$ cat src/rtl/rv32_pkg.sv
// Shared RV32I definitions used by the write-back stage and the LSU:
// datapath width, load funct3 encodings and the write-back FSM states.
package rv32_pkg;

    localparam int XLEN = 32;

    localparam logic [2:0] F3_LB  = 3'b000;
    localparam logic [2:0] F3_LH  = 3'b001;
    localparam logic [2:0] F3_LW  = 3'b010;
    localparam logic [2:0] F3_LBU = 3'b100;
    localparam logic [2:0] F3_LHU = 3'b101;

    typedef enum logic {
        IDLE,
        WAIT_LOAD
    } wb_state_t;

endpackage

$ cat src/rtl/rf_writeback_if.sv
// Execute-to-write-back handshake plus the data-memory read response.
// The execute/memory side is the master; the write-back stage is the slave.
interface rf_writeback_if;
    import rv32_pkg::*;

    logic            ex_valid;
    logic            ex_ready;
    logic [4:0]      ex_rd;
    logic [XLEN-1:0] ex_result;
    logic            ex_is_load;
    logic [2:0]      ex_funct3;
    logic [1:0]      ex_addr_lo;
    logic            mem_rvalid;
    logic [XLEN-1:0] mem_rdata;

    modport master (
        output ex_valid, ex_rd, ex_result, ex_is_load, ex_funct3, ex_addr_lo,
        output mem_rvalid, mem_rdata,
        input  ex_ready
    );

    modport slave (
        input  ex_valid, ex_rd, ex_result, ex_is_load, ex_funct3, ex_addr_lo,
        input  mem_rvalid, mem_rdata,
        output ex_ready
    );

endinterface

$ cat src/rtl/load_extend.sv
// Combinational load data alignment: picks the byte/half/word out of an
// aligned memory word, sign/zero extends it and flags illegal loads.
module load_extend
    import rv32_pkg::*;
(
    input  logic [2:0]      funct3,
    input  logic [1:0]      addr_lo,
    input  logic [XLEN-1:0] rdata,
    output logic [XLEN-1:0] data,
    output logic            illegal
);

    logic [7:0]  byte_sel;
    logic [15:0] half_sel;

    always_comb begin
        case (addr_lo)
            2'd0:    byte_sel = rdata[7:0];
            2'd1:    byte_sel = rdata[15:8];
            2'd2:    byte_sel = rdata[23:16];
            default: byte_sel = rdata[31:24];
        endcase
        half_sel = addr_lo[1] ? rdata[31:16] : rdata[15:0];
    end

    // Reserved funct3 codes and misaligned halves/words are reported as illegal.
    always_comb begin
        data    = '0;
        illegal = 1'b0;
        case (funct3)
            F3_LB:   data = {{24{byte_sel[7]}}, byte_sel};
            F3_LBU:  data = {24'b0, byte_sel};
            F3_LH: begin
                data    = {{16{half_sel[15]}}, half_sel};
                illegal = addr_lo[0];
            end
            F3_LHU: begin
                data    = {16'b0, half_sel};
                illegal = addr_lo[0];
            end
            F3_LW: begin
                data    = rdata;
                illegal = (addr_lo != 2'd0);
            end
            default: illegal = 1'b1;
        endcase
    end

endmodule

$ cat src/rtl/rf_writeback.sv
// RV32I write-back stage: sole driver of the register-file write port,
// handling ALU results and one outstanding load at a time.
module rf_writeback
    import rv32_pkg::*;
(
    input  logic            clk,
    input  logic            reset,
    rf_writeback_if.slave   bus,
    output logic            write_en,
    output logic [4:0]      write_reg,
    output logic [XLEN-1:0] write_data,
    output logic [XLEN-1:0] busy_mask,
    output logic            load_err
);

    wb_state_t       state;
    wb_state_t       next_state;
    logic            accept;
    logic            load_done;
    logic [4:0]      ld_rd;
    logic [2:0]      ld_funct3;
    logic [1:0]      ld_addr_lo;
    logic [XLEN-1:0] ext_data;
    logic            ext_illegal;
    logic [XLEN-1:0] rd_onehot;

    load_extend u_load_extend (
        .funct3  (ld_funct3),
        .addr_lo (ld_addr_lo),
        .rdata   (bus.mem_rdata),
        .data    (ext_data),
        .illegal (ext_illegal)
    );

    always_ff @(posedge clk or posedge reset) begin
        if (reset) state <= IDLE;
        else       state <= next_state;
    end

    // ex_ready depends on state alone so execute never sees a combinational path.
    always_comb begin
        next_state   = state;
        bus.ex_ready = (state == IDLE);
        accept       = bus.ex_valid && (state == IDLE);
        load_done    = bus.mem_rvalid && (state == WAIT_LOAD);
        case (state)
            IDLE:      if (accept && bus.ex_is_load) next_state = WAIT_LOAD;
            WAIT_LOAD: if (bus.mem_rvalid)           next_state = IDLE;
            default:   next_state = IDLE;
        endcase
    end

    assign rd_onehot = {{(XLEN-1){1'b0}}, 1'b1} << bus.ex_rd;

    always_ff @(posedge clk or posedge reset) begin
        if (reset) begin
            ld_rd      <= '0;
            ld_funct3  <= '0;
            ld_addr_lo <= '0;
        end else if (accept && bus.ex_is_load) begin
            ld_rd      <= bus.ex_rd;
            ld_funct3  <= bus.ex_funct3;
            ld_addr_lo <= bus.ex_addr_lo;
        end
    end

    // busy_mask stays up through the write cycle and is dropped on the following edge.
    always_ff @(posedge clk or posedge reset) begin
        if (reset) begin
            write_en   <= 1'b0;
            write_reg  <= '0;
            write_data <= '0;
            load_err   <= 1'b0;
            busy_mask  <= '0;
        end else begin
            write_en <= 1'b0;
            load_err <= 1'b0;
            if (state == IDLE) begin
                busy_mask <= (accept && bus.ex_is_load && bus.ex_rd != 5'd0) ? rd_onehot : '0;
            end
            if (accept && !bus.ex_is_load) begin
                write_en   <= (bus.ex_rd != 5'd0);
                write_reg  <= bus.ex_rd;
                write_data <= bus.ex_result;
            end else if (load_done) begin
                if (ext_illegal) begin
                    load_err <= 1'b1;
                end else begin
                    write_en   <= (ld_rd != 5'd0);
                    write_reg  <= ld_rd;
                    write_data <= ext_data;
                end
            end
        end
    end

endmodule
$ cat src/flat_wrapper.sv
// flat-port wrapper written by rule: the top's interface ports become plain ports
module rf_writeback_flat import rv32_pkg::*;
  (clk, reset, write_en, write_reg, write_data, busy_mask, load_err, bus_ex_valid, bus_ex_rd, bus_ex_result, bus_ex_is_load, bus_ex_funct3, bus_ex_addr_lo, bus_mem_rvalid, bus_mem_rdata, bus_ex_ready);
  rf_writeback_if bus_i ();
  input  logic clk;
  input  logic reset;
  output logic write_en;
  output logic [4:0] write_reg;
  output logic [XLEN-1:0] write_data;
  output logic [XLEN-1:0] busy_mask;
  output logic load_err;
  input wire logic [$bits(bus_i.ex_valid)-1:0] bus_ex_valid;
  input wire logic [$bits(bus_i.ex_rd)-1:0] bus_ex_rd;
  input wire logic [$bits(bus_i.ex_result)-1:0] bus_ex_result;
  input wire logic [$bits(bus_i.ex_is_load)-1:0] bus_ex_is_load;
  input wire logic [$bits(bus_i.ex_funct3)-1:0] bus_ex_funct3;
  input wire logic [$bits(bus_i.ex_addr_lo)-1:0] bus_ex_addr_lo;
  input wire logic [$bits(bus_i.mem_rvalid)-1:0] bus_mem_rvalid;
  input wire logic [$bits(bus_i.mem_rdata)-1:0] bus_mem_rdata;
  output wire logic [$bits(bus_i.ex_ready)-1:0] bus_ex_ready;
  assign bus_i.ex_valid = bus_ex_valid;
  assign bus_i.ex_rd = bus_ex_rd;
  assign bus_i.ex_result = bus_ex_result;
  assign bus_i.ex_is_load = bus_ex_is_load;
  assign bus_i.ex_funct3 = bus_ex_funct3;
  assign bus_i.ex_addr_lo = bus_ex_addr_lo;
  assign bus_i.mem_rvalid = bus_mem_rvalid;
  assign bus_i.mem_rdata = bus_mem_rdata;
  assign bus_ex_ready = bus_i.ex_ready;
  rf_writeback u_core (.clk(clk), .reset(reset), .bus(bus_i), .write_en(write_en), .write_reg(write_reg), .write_data(write_data), .busy_mask(busy_mask), .load_err(load_err));
endmodule
$ cat config.mk
export PLATFORM = sky130hd
export DESIGN_NAME = rf_writeback_flat
export DESIGN_NICKNAME = d
export VERILOG_FILES = /design/src/rtl/rv32_pkg.sv /design/src/rtl/rf_writeback_if.sv /design/src/rtl/load_extend.sv /design/src/rtl/rf_writeback.sv /design/src/flat_wrapper.sv
export SDC_FILE = /design/constraint.sdc
export NUM_CORES = 1
export LEC_CHECK = 0
export BUFFER_PORTS_ARGS = -buffer_cell sky130_fd_sc_hd__buf_2
export CAP_MARGIN = 40
export CORE_MARGIN = 2
export CORE_UTILIZATION = 40
export CTS_CLUSTER_DIAMETER = 30
export DETAILED_ROUTE_END_ITERATION = 10
export PLACE_DENSITY = 0.69
export SLEW_MARGIN = 20
export SYNTH_ARGS = -nofsm -noshare
export SYNTH_HDL_FRONTEND = slang
export SYNTH_HIERARCHICAL = 1
export SYNTH_SLANG_ARGS = --single-unit
$ cat constraint.sdc
create_clock -name clk -period 2.17 [get_ports clk]
set_input_delay 0 -clock clk [delete_from_list [all_inputs] [get_ports clk]]
set_output_delay 0 -clock clk [all_outputs]
set_load 0.01 [all_outputs]
Word-level counts from Yosys, hierarchy flattened:

Cells that the tools add are included.

* output and inout port bits: 72
* logic and storage cells: 53
* register bits after elaboration: 82

* bitwise gates (word level): 1
* muxes and demuxes: 20
* reduce and logical (&&, ||, !) cells: 15
* eq/ne operators: 7
* shift-type cells: 1

Operators with widths (number)
* $pmux 32 s5: 1
* $mux 32: 4
* $shl 1x5->32 const A: 1
* $pmux 8 s3: 1
* $mux 16: 1
* $mux 5: 3
* $reduce_bool 5->1: 2
* $mux 1: 8
* $eq 3x3->1 const B: 2
* $logic_and 1x1->1: 5
* $reduce_bool 2->1: 2
* $reduce_or 2->1: 2
* $eq 3x1->1 const B: 1
* $eq 3x2->1 const B: 1
* $logic_not 3->1: 1
* $pmux 1 s3: 1
* $eq 2x1->1 const B: 1
* $eq 2x2->1 const B: 1
* $logic_not 2->1: 1
* $ne 2x2->1 const B: 1
* $pmux 1 s2: 1
* $reduce_and 2->1: 1
* $logic_not 1->1: 1
* $not 1->1: 1

Logic depth before layout (Yosys ltp):

Gate-level depths: netlist of the first run.

* depth in word-level cells: 6
* depth in mapped cells: 9
* gate-level depth less buffers: 5

Hierarchy:

The synthesis of the first run kept the hierarchy.

Modules (own cells, without submodules)
* rf_writeback: cells an instance 353, seq. area each 2052.0 um^2, area an instance 3477.1 um^2, instances 1
* load_extend: cells an instance 78, seq. area each 0.0 um^2, area an instance 685.7 um^2, instances 1

Least setup slack after synthesis of the first run:

OpenSTA, ideal clock, no wires.

* kind: reg-to-reg
* from: reg u_core.ld_addr_lo[1]
* to: reg u_core.write_data[10]
* path buffers: 4
* cell stages (with the launch flop): 10
* arrival time: 1.952 ns
* library setup time: 0.077 ns
* path slack: 0.140 ns
* cell sequence: dfrtp_1 buf_2 buf_2 o31a_2 o22a_2 and3b_1 buf_2 buf_2 a21oi_1 a21oi_1

RTL lines
* start, declared: RTL line rf_writeback.sv:22 `logic [1:0] ld_addr_lo;`
* start signal, assigned: RTL line rf_writeback.sv:63 `ld_addr_lo <= bus.ex_addr_lo;`
* $reduce_bool 2->1: RTL line load_extend.sv:43 `illegal = (addr_lo != 2'd0);`
* $pmux 1 s3: RTL line load_extend.sv:30 `case (funct3)`
* named net u_core.ext_illegal: RTL line rf_writeback.sv:24 `logic ext_illegal;`
* $ne 2x2->1 (no source line)
* $reduce_and 2->1 (no source line)
* end signal, assigned: RTL line rf_writeback.sv:84 `write_data <= bus.ex_result;`
* end signal, assigned: RTL line rf_writeback.sv:91 `write_data <= ext_data;`
* end, declared: RTL line rf_writeback.sv:11 `output logic [XLEN-1:0] write_data,`

The timed path passes the listed nets, and every way through them passes these cells. The select of a mux whose other input is x is not followed.
A chain may end at the register's enable or synchronous reset.

Final worst setup path of the first run:

* from: reg u_core.ld_funct3[1]
* to: reg u_core.write_data[25]

* word-level cells in the longest chain between the ends: 5

Ends and longest elaborated chain
* start, declared: RTL line rf_writeback.sv:21 `logic [2:0] ld_funct3;`
* start signal, assigned: RTL line rf_writeback.sv:62 `ld_funct3 <= bus.ex_funct3;`
* $eq 3x2->1 (tied with other cells): RTL line load_extend.sv:30
* $pmux 32 s5 (*): RTL line load_extend.sv:30
* named net u_core.ext_data[25]: RTL line rf_writeback.sv:23 `logic [XLEN-1:0] ext_data;`
* $mux 32 (*): RTL line rf_writeback.sv:86 `if (ext_illegal) begin`
* $mux 32 (*): RTL line rf_writeback.sv:85 `end else if (load_done) begin`
* $mux 32 (*): RTL line rf_writeback.sv:81 `if (accept && !bus.ex_is_load) begin`

The timed path passes the listed nets; every way through them passes the cells marked *. The select of a mux whose other input is x is not followed.

==> key figures, run 1 <==
STA
  • Worst Tran Pin Value: 0.688 ns
  • Final setup margin: approximately 0.20 ns
  • Setup TNS: 0 ns
  • RSZ-0062 raised after global routing: false
  • Rel. slew slack: between 50% and 60%
  • Min Tclk post-route: 1.97 ns
  • Final Max Slew Viols: 0
  • Clk_skew: between 0.01 and 0.015 ns
  • Fin. Hold Viols: 0
  • Tcrit/Tclk final: roughly nine tenths
  • Final count of negative-setup-slack endpoints: 0
  • Max Clk Rate: slightly above 500 MHz

Route
  • DR iter-0 viols: 300
  • Drt drc: 0
  • Drt first pass iters: 5
  • DR WL/cell: ~17 microns
  • Via-per-instance ratio: 5.37
  • WL final: approximately 13000 microns
  • DRT antenna net count: 0
  • Routed via count: ~4000

GRT
  • GR Util All Layers: about 22%
  • First-pass GRT wire length: ~20000 microns
  • Largest net degree at the start of global routing: between 50 and 60
  • Grt ovf: 0
  • Initial antenna violation count: 0
  • Vias in the first global route: approximately 4000

Floorplan
  • DIE AREA: about 11000 sq um
  • Die width: about 110 microns
  • Io pins: 151
  • Starting Density: 40.7%
  • Row count: 37
  • Die Ht: between 100 and 150 microns
  • Core area: 10200 sq um

Yosys
  • Number of flops mapped to enable cells by yosys: 0
  • Net Count, Synth: 510
  • Post-synth top area share: about half
  • Largest cells by area after synthesis: dfrtp_1 (49%), a21oi_1 (7.5%), nand2_1 (6.2%)
  • Sequential share of the synthesized area: ~49%
  • Cell taking the most area after synthesis: dfrtp_1
  • Yosys reg bits: 82
  • YS warnings: 6
  • Post-synth design cell area: about 4200 sq um
  • Cell variety after synth: 48
  • Post-Synthesis Cells: around 430
  • Avg Synthesized Cell Area: between 9 and 10 sq um
  • Ys flop type: dfrtp_1
  • Post-synth ARST share: between 90% and 100%

Worst setup path
  • Crit path top cell by count: a21oi_1
  • Slowest CP cell: o32ai_4
  • Slowest stage delay, CP: about 0.65 ns
  • Crit Path Max Fanout: 16
  • CP Capture Type: register
  • Worst path required time: between 2 and 2.5 ns
  • Register-to-register setup slack: 0.20 ns
  • CP Class: reg -> reg
  • Worst path cell trace: or2_2 > o32ai_4 > a21o_2 > a21oi_1 > a21oi_1
  • Data arrival, critical path: approximately 2.3 ns
  • CP startpoint kind: register

Clock tree
  • Total clock buffers created by CTS: 9
  • Clock Path Buffers: 2
  • Root buffer cell: clkbuf_8
  • Clock-pin transition on the worst setup and hold timing paths: approximately 0.09 ns
  • CTS tree: built
  • H-tree depth: 3
  • Post-CTS setup buffer count: 0
  • Clk Latency, worst-skew pair: around 0.36 ns
  • Clk sinks: a little over 80

Cells and area
  • Share of cells above drive strength 1: a little over a third
  • Final nets: 692
  • Antenna cells: 0
  • Utilization after layout: about 55%
  • Area growth syn-to-layout: 34.9%
  • Largest regs: u_core/busy_mask: 32 flops, u_core/write_data: 32 flops

Pwr
  • Sw frac: 33.9%
  • P per Cell Area: ~830 nW/um^2
  • Int Power: just over 3 mW
  • Combinational power share: a little under a third
  • Net Switching: approximately 1.6 mW
  • Peak VDD IR: 0.348 mV
  • LEAKAGE: between 2 and 3 nW
  • Clock power share: 26.1%
  • Sequential share of power: about 42%

Placement
  • DP HPWL: ~9000 microns
  • Buffers added on ports: 150
  • Gpl congestion: around 0.9
  • Place WS: between 0.2 and 0.25 ns

Min path
  • Worst Hold Class: in -> reg

Flow run
  • # Max-Cap Violations: 0

Run status
  • Status: complete, no violations
## cell usage in the layout (no fill, tap or decap), types with 4 or more instances in the layout
cell / instances
dfrtp_1: 82
a21o_2: 16
mux2i_1: 6
mux2_2: 11
a21oi_1: 62
dlygate4sd3_1: 42
a32o_1: 5
buf_2: 150
buf_4: 10
o21ai_0: 25
nor2b_1: 10
a211o_1: 4
a22oi_1: 6
nor2_1: 39
nand3_1: 8
nand2_1: 69
a221o_1: 11
clkbuf_8: 10
## per-layer routing
layer	share of wire, %	track usage [%]	vias to the layer above	wire length [microns]
met4	2.3	8.83	0	293
met5	0	0	-	0
met1	42	28.5	1933	5280
met2	48	36.4	206	6060
met3	8.3	6.13	25	1060
li1	-	-	1888	-
## power groups by stage
stage                     clock network [mW]  registers (mW)  logic (mW)
after global placement                     0            1.98        1.38
after floorplan                            0            2.05       0.844
after detailed placement                   0            1.99        1.40
final                                   1.21            1.96        1.47
after global routing                    1.32            1.99        1.61
after CTS                               1.24            1.96        1.47
## repair_timing
| item | in CTS | in global routing |
|---|---|---|
| hold buffers | 42 | 0 |
| gates resized for setup | 0 | 0 |
| endpoints found under the setup margin | 0 | 0 |
| endpoints found under the hold margin | 75 | 0 |
## critical path, delay by kind of cell, from the launching register on
| kind | cells | cell delay (ns) |
|---|---|---|
| AOI/OAI and AO/OA | 4 | 1.05 |
| DFF | 1 | 0.48 |
| and+or+nand+nor | 1 | 0.36 |
## cell type report
class / count / area, sq um
inverters: 4 / 16.3
multi-input cells: 313 / 1890
well taps: 136 / 170
fillers: 920 / 4620
clock inverters: 6 / 81.3
clock buffers: 10 / 138
flip-flops and latches: 82 / 2050
repair buffers: 203 / 1270
## through the flow
step	instances	area (sq um)	hold slack [ns]	total power [mW]
2_1_floorplan	431	4160	0.0964	2.90
3_3_place_gp	696	4980	0.0669	3.35
3_5_place_dp	696	4980	0.0711	3.40
4_1_cts	754	5620	0.00734	4.67
5_1_grt	754	5620	0.0136	4.92
6_report	754	5620	0.0240	4.64
## final timing paths
| path | to | startpoint | depth (start not counted) |
|---|---|---|---|
| hold / removal | u_core/busy_mask[1] | bus_ex_rd[4] | 2 |
| setup reg to reg | u_core/write_data[25] | u_core/ld_funct3[1] | 5 |
| min in group asynchronous | u_core/busy_mask[6] | reset | 3 |
| setup / recovery | u_core/write_data[25] | u_core/ld_funct3[1] | 5 |
| hold reg to reg | u_core/busy_mask[1] | u_core/busy_mask[1] | 2 |
| max in group asynchronous | u_core/write_data[10] | reset | 4 |
## logic make-up after synthesis
logic type             share of synthesized area [%]
flip-flops                                      49.3
AO/OA/AOI/OAI                                   22.5
multiplexers                                    4.96
buffers and inverters                           5.26
AND/OR/NAND/NOR                                 18.0
## Yosys cell counts (2+ instances only)
library cell  number
a211o_1            4
a21o_2            16
a21oi_1           62
a221o_1           11
a22o_1             2
a22oi_1            6
a32o_1             5
buf_2              7
buf_4              2
buf_6              9
clkbuf_1          14
dfrtp_1           82
inv_1              4
mux2_2            11
mux2i_1            6
nand2_1           69
nand2b_1           3
nand3_1            8
nand3b_1           2
nor2_1            39
nor2b_1           10
nor3b_1            2
nor3b_2            3
o21ai_0           25
o31ai_1            3
or2_2              3
or3_1              2
No activity file was read; power rests on OpenSTA's default activity.
==> run 2, diff against run 1 <==
CORE_ASPECT_RATIO = 1.5   (was default)
==> run 2 against run 1 <==
Non-clock buffer count shrank 3. Core utilization rose by 1.4 points. Power rose by 12%. Combinational power about the same. Count of clock-buffer cells in the layout down 1. Register-to-register slack got worse by 0.05 ns. Worst setup slack got worse by 0.049 ns. Largest power group unchanged. Highest routed layer unchanged.
==> key figures, run 2 (synthesized netlist as in run 1, its figures left out) <==
Clock tree
  • Total clock buffers created by CTS: 9 (unchanged)
  • Clock-pin transition on the worst setup and hold timing paths: 0.06 ns (-0.03 ns)
  • Root buffer cell: clkbuf_16
  • Clock Path Buffers: 2 (unchanged)
  • CTS tree: built
  • H-tree depth: 3 (unchanged)
  • Clk sinks: 82 (unchanged)
  • Clk Latency, worst-skew pair: 0.34 ns (-0.02 ns)
  • Post_cts resized: 0 (unchanged)

STA
  • Rel. slew slack: 49.1% (-5.1 points)
  • RSZ-0062 raised after global routing: false
  • Worst Tran Pin Value: 0.764 ns (+0.0764 ns)
  • Final Max Slew Viols: 0 (unchanged)
  • Final count of negative-setup-slack endpoints: 0 (unchanged)
  • Clk_skew: 0.00640 ns (-0.00398 ns)
  • Setup TNS: 0 ns (unchanged)
  • Fin. Hold Viols: 0 (unchanged)
  • Min Tclk post-route: 2.02 ns (+0.0492 ns)
  • Tcrit/Tclk final: 93.2% (+2.3 points)
  • Max Clk Rate: 494 MHz (-2.4%)

Cells and area
  • Commonest non-fill, non-tap cell in the layout: buf_2
  • Final nets: 689 (-0.43%)
  • Non-filler cells, final: 732 (-2.9%)
  • Share of cells above drive strength 1: 35.8% (about the same)
  • Area growth syn-to-layout: 37.1%
  • Commonest non-fill, non-tap cells in the layout: buf_2 (150), dfrtp_1 (82), nand2_1 (69)
  • Antenna cells: 0 (unchanged)
  • Largest regs: u_core/busy_mask: 32 flops, u_core/write_data: 32 flops

Floorplan
  • Core area: 10100 sq um (-0.94%)
  • Starting Density: 41.1% (+0.39 points)
  • Row count: 45 (+22%)
  • Die width: 87.3 microns (-18%)
  • DIE AREA: 11300 sq um (+0.15%)
  • Die Ht: 129 microns (+22%)
  • Io pins: 151 (unchanged)

Worst setup path
  • CP startpoint kind: register
  • WP buf/inv: 1 (+1)
  • Crit path top cell by count: a21oi_1
  • Slowest stage delay, CP: 0.71 ns (+0.06 ns)
  • Data arrival, critical path: 2.28 ns (+0.02 ns)
  • Worst path required time: 2.43 ns (-0.03 ns)
  • Register-to-register setup slack: 0.15 ns (-0.05 ns)
  • Slowest CP cell: o32ai_4
  • CP Class: reg -> reg
  • Crit path launch: u_core/ld_addr_lo[1]
  • FF-to-FF path depth: 6 (+1)
  • Worst r2r dst: u_core/write_data[28]
  • Crit Path Max Fanout: 16 (unchanged)
  • Worst path cell trace: buf_4 > mux2i_1 > o32ai_4 > a21o_2 > a21oi_1 > a21oi_1
  • CP Capture Type: register
  • CP delay by family, top: compound AO/OA/AOI/OAI gates
  • FF-to-FF Start: u_core/ld_addr_lo[1]

Min path
  • Hold path depth: 2 (unchanged)
  • Min-delay src: bus_ex_rd[3]
  • Worst Hold Class: in -> reg
  • Worst Hold End: u_core/busy_mask[4]

Placement
  • Gpl congestion: 0.863 (-4.2%)
  • Inst Count DP: 676 (-2.9%)
  • DP HPWL: 8940 microns (+1.0%)
  • Buffers added on ports: 150 (unchanged)

Route
  • Routed via count: 3994 (-1.4%)
  • WL final: 12800 microns (+1.1%)
  • Via-per-instance ratio: 5.46 (+1.5%)
  • DRT antenna net count: 0 (unchanged)
  • Drt first pass iters: 5 (unchanged)
  • DR iter-0 viols: 176 (-41%)
  • DR WL/cell: 17.5 microns (+4.1%)
  • Drt drc: 0 (unchanged)

GRT
  • Vias in the first global route: 4055 (+4.4%)
  • Largest net degree at the start of global routing: 51 (-1.9%)
  • Initial antenna violation count: 0 (unchanged)
  • First-pass GRT wire length: 20100 microns (+2.0%)
  • GR Util All Layers: 22.9% (+0.43 points)
  • Grt ovf: 0 (unchanged)

Pwr
  • LEAKAGE: 2.89 nW (+1.5%)
  • Peak VDD IR: 0.467 mV (+34%)
  • P per Cell Area: 913 nW/um^2 (+10%)

Run status
  • Status: complete, no violations

Flow run
  • # Max-Cap Violations: 0 (unchanged)
## run 2: changes by cell type in the layout (fill, tap and decap cells not counted), sizes merged
cell	change
buf	-1
bufinv	+2
clkbuf	-1
clkinvlp	+1
dlygate4sd3	-2
inv	-2
## run 2: worst register-to-register path: cells and delay by family (launching register included)
kind | cells | cell delay [ns]
compound gates | 4 | 1.12
buf+inv | 1 | 0.22
flops | 1 | 0.42
mux | 1 | 0.19
## run 2: area by class of cell
class	count	area (sq um)
Clock inverter	7	124
Inverter	4	16.3
Multi-Input combinational cell	313	1890
Clock buffer	9	225
Tap cell	117	146
Sequential cell	82	2050
Timing Repair Buffer	200	1250
Fill cell	901	4430
## run 2: how the worst max path moves through the flow
| stage | endpoint | slack, ns | cells past startpoint |
|---|---|---|---|
| 2_1_floorplan | u_core/busy_mask[0] | 0.06 | 1 |
| 3_3_place_gp | u_core/write_data[17] | 0.23 | 5 |
| 3_5_place_dp | u_core/write_data[28] | 0.11 | 5 |
| 4_1_cts | u_core/write_data[28] | 0.1 | 5 |
| 5_1_grt | u_core/write_data[28] | 0.0005 | 6 |
| 6_report | u_core/write_data[28] | 0.15 | 6 |
## run 2: what timing repair did
item | 4_1_cts | 5_1_grt
endpoints found under the hold margin | 72 | 0
hold buffers | 40 | 0
buffers inserted | 0 | 0
endpoints found under the setup margin | 0 | 2
## run 2: routing by layer
layer  track usage [%]  part of all wire, %
met1              25.9                   39
met2              39.0                   50
met3              5.13                  6.5
met4              12.9                  3.8
met5                 0                    0
## run 2: per-stage QoR
stage | util, % | area (sq um) | setup WS, ns | power (mW) | hold slack, ns
CTS | 56.3 | 5710 | 0.0968 | 5.26 | 0.0289
global route | 56.3 | 5710 | 0.000520 | 5.49 | 0.0574
floorplan | - | 4160 | 0.0616 | 2.90 | 0.0964
finish | 56.3 | 5710 | 0.147 | 5.21 | 0.0461
detailed placement | 48.9 | 4960 | 0.108 | 3.40 | 0.0902
global placement | 48.9 | 4960 | 0.234 | 3.36 | 0.0843
## run 2: where the power goes
part / total [mW] / internal (mW) / switching (mW)
clock: 1.78 / 1.13 / 0.642
sequential: 1.96 / 1.79 / 0.170
combinational: 1.48 / 0.690 / 0.786
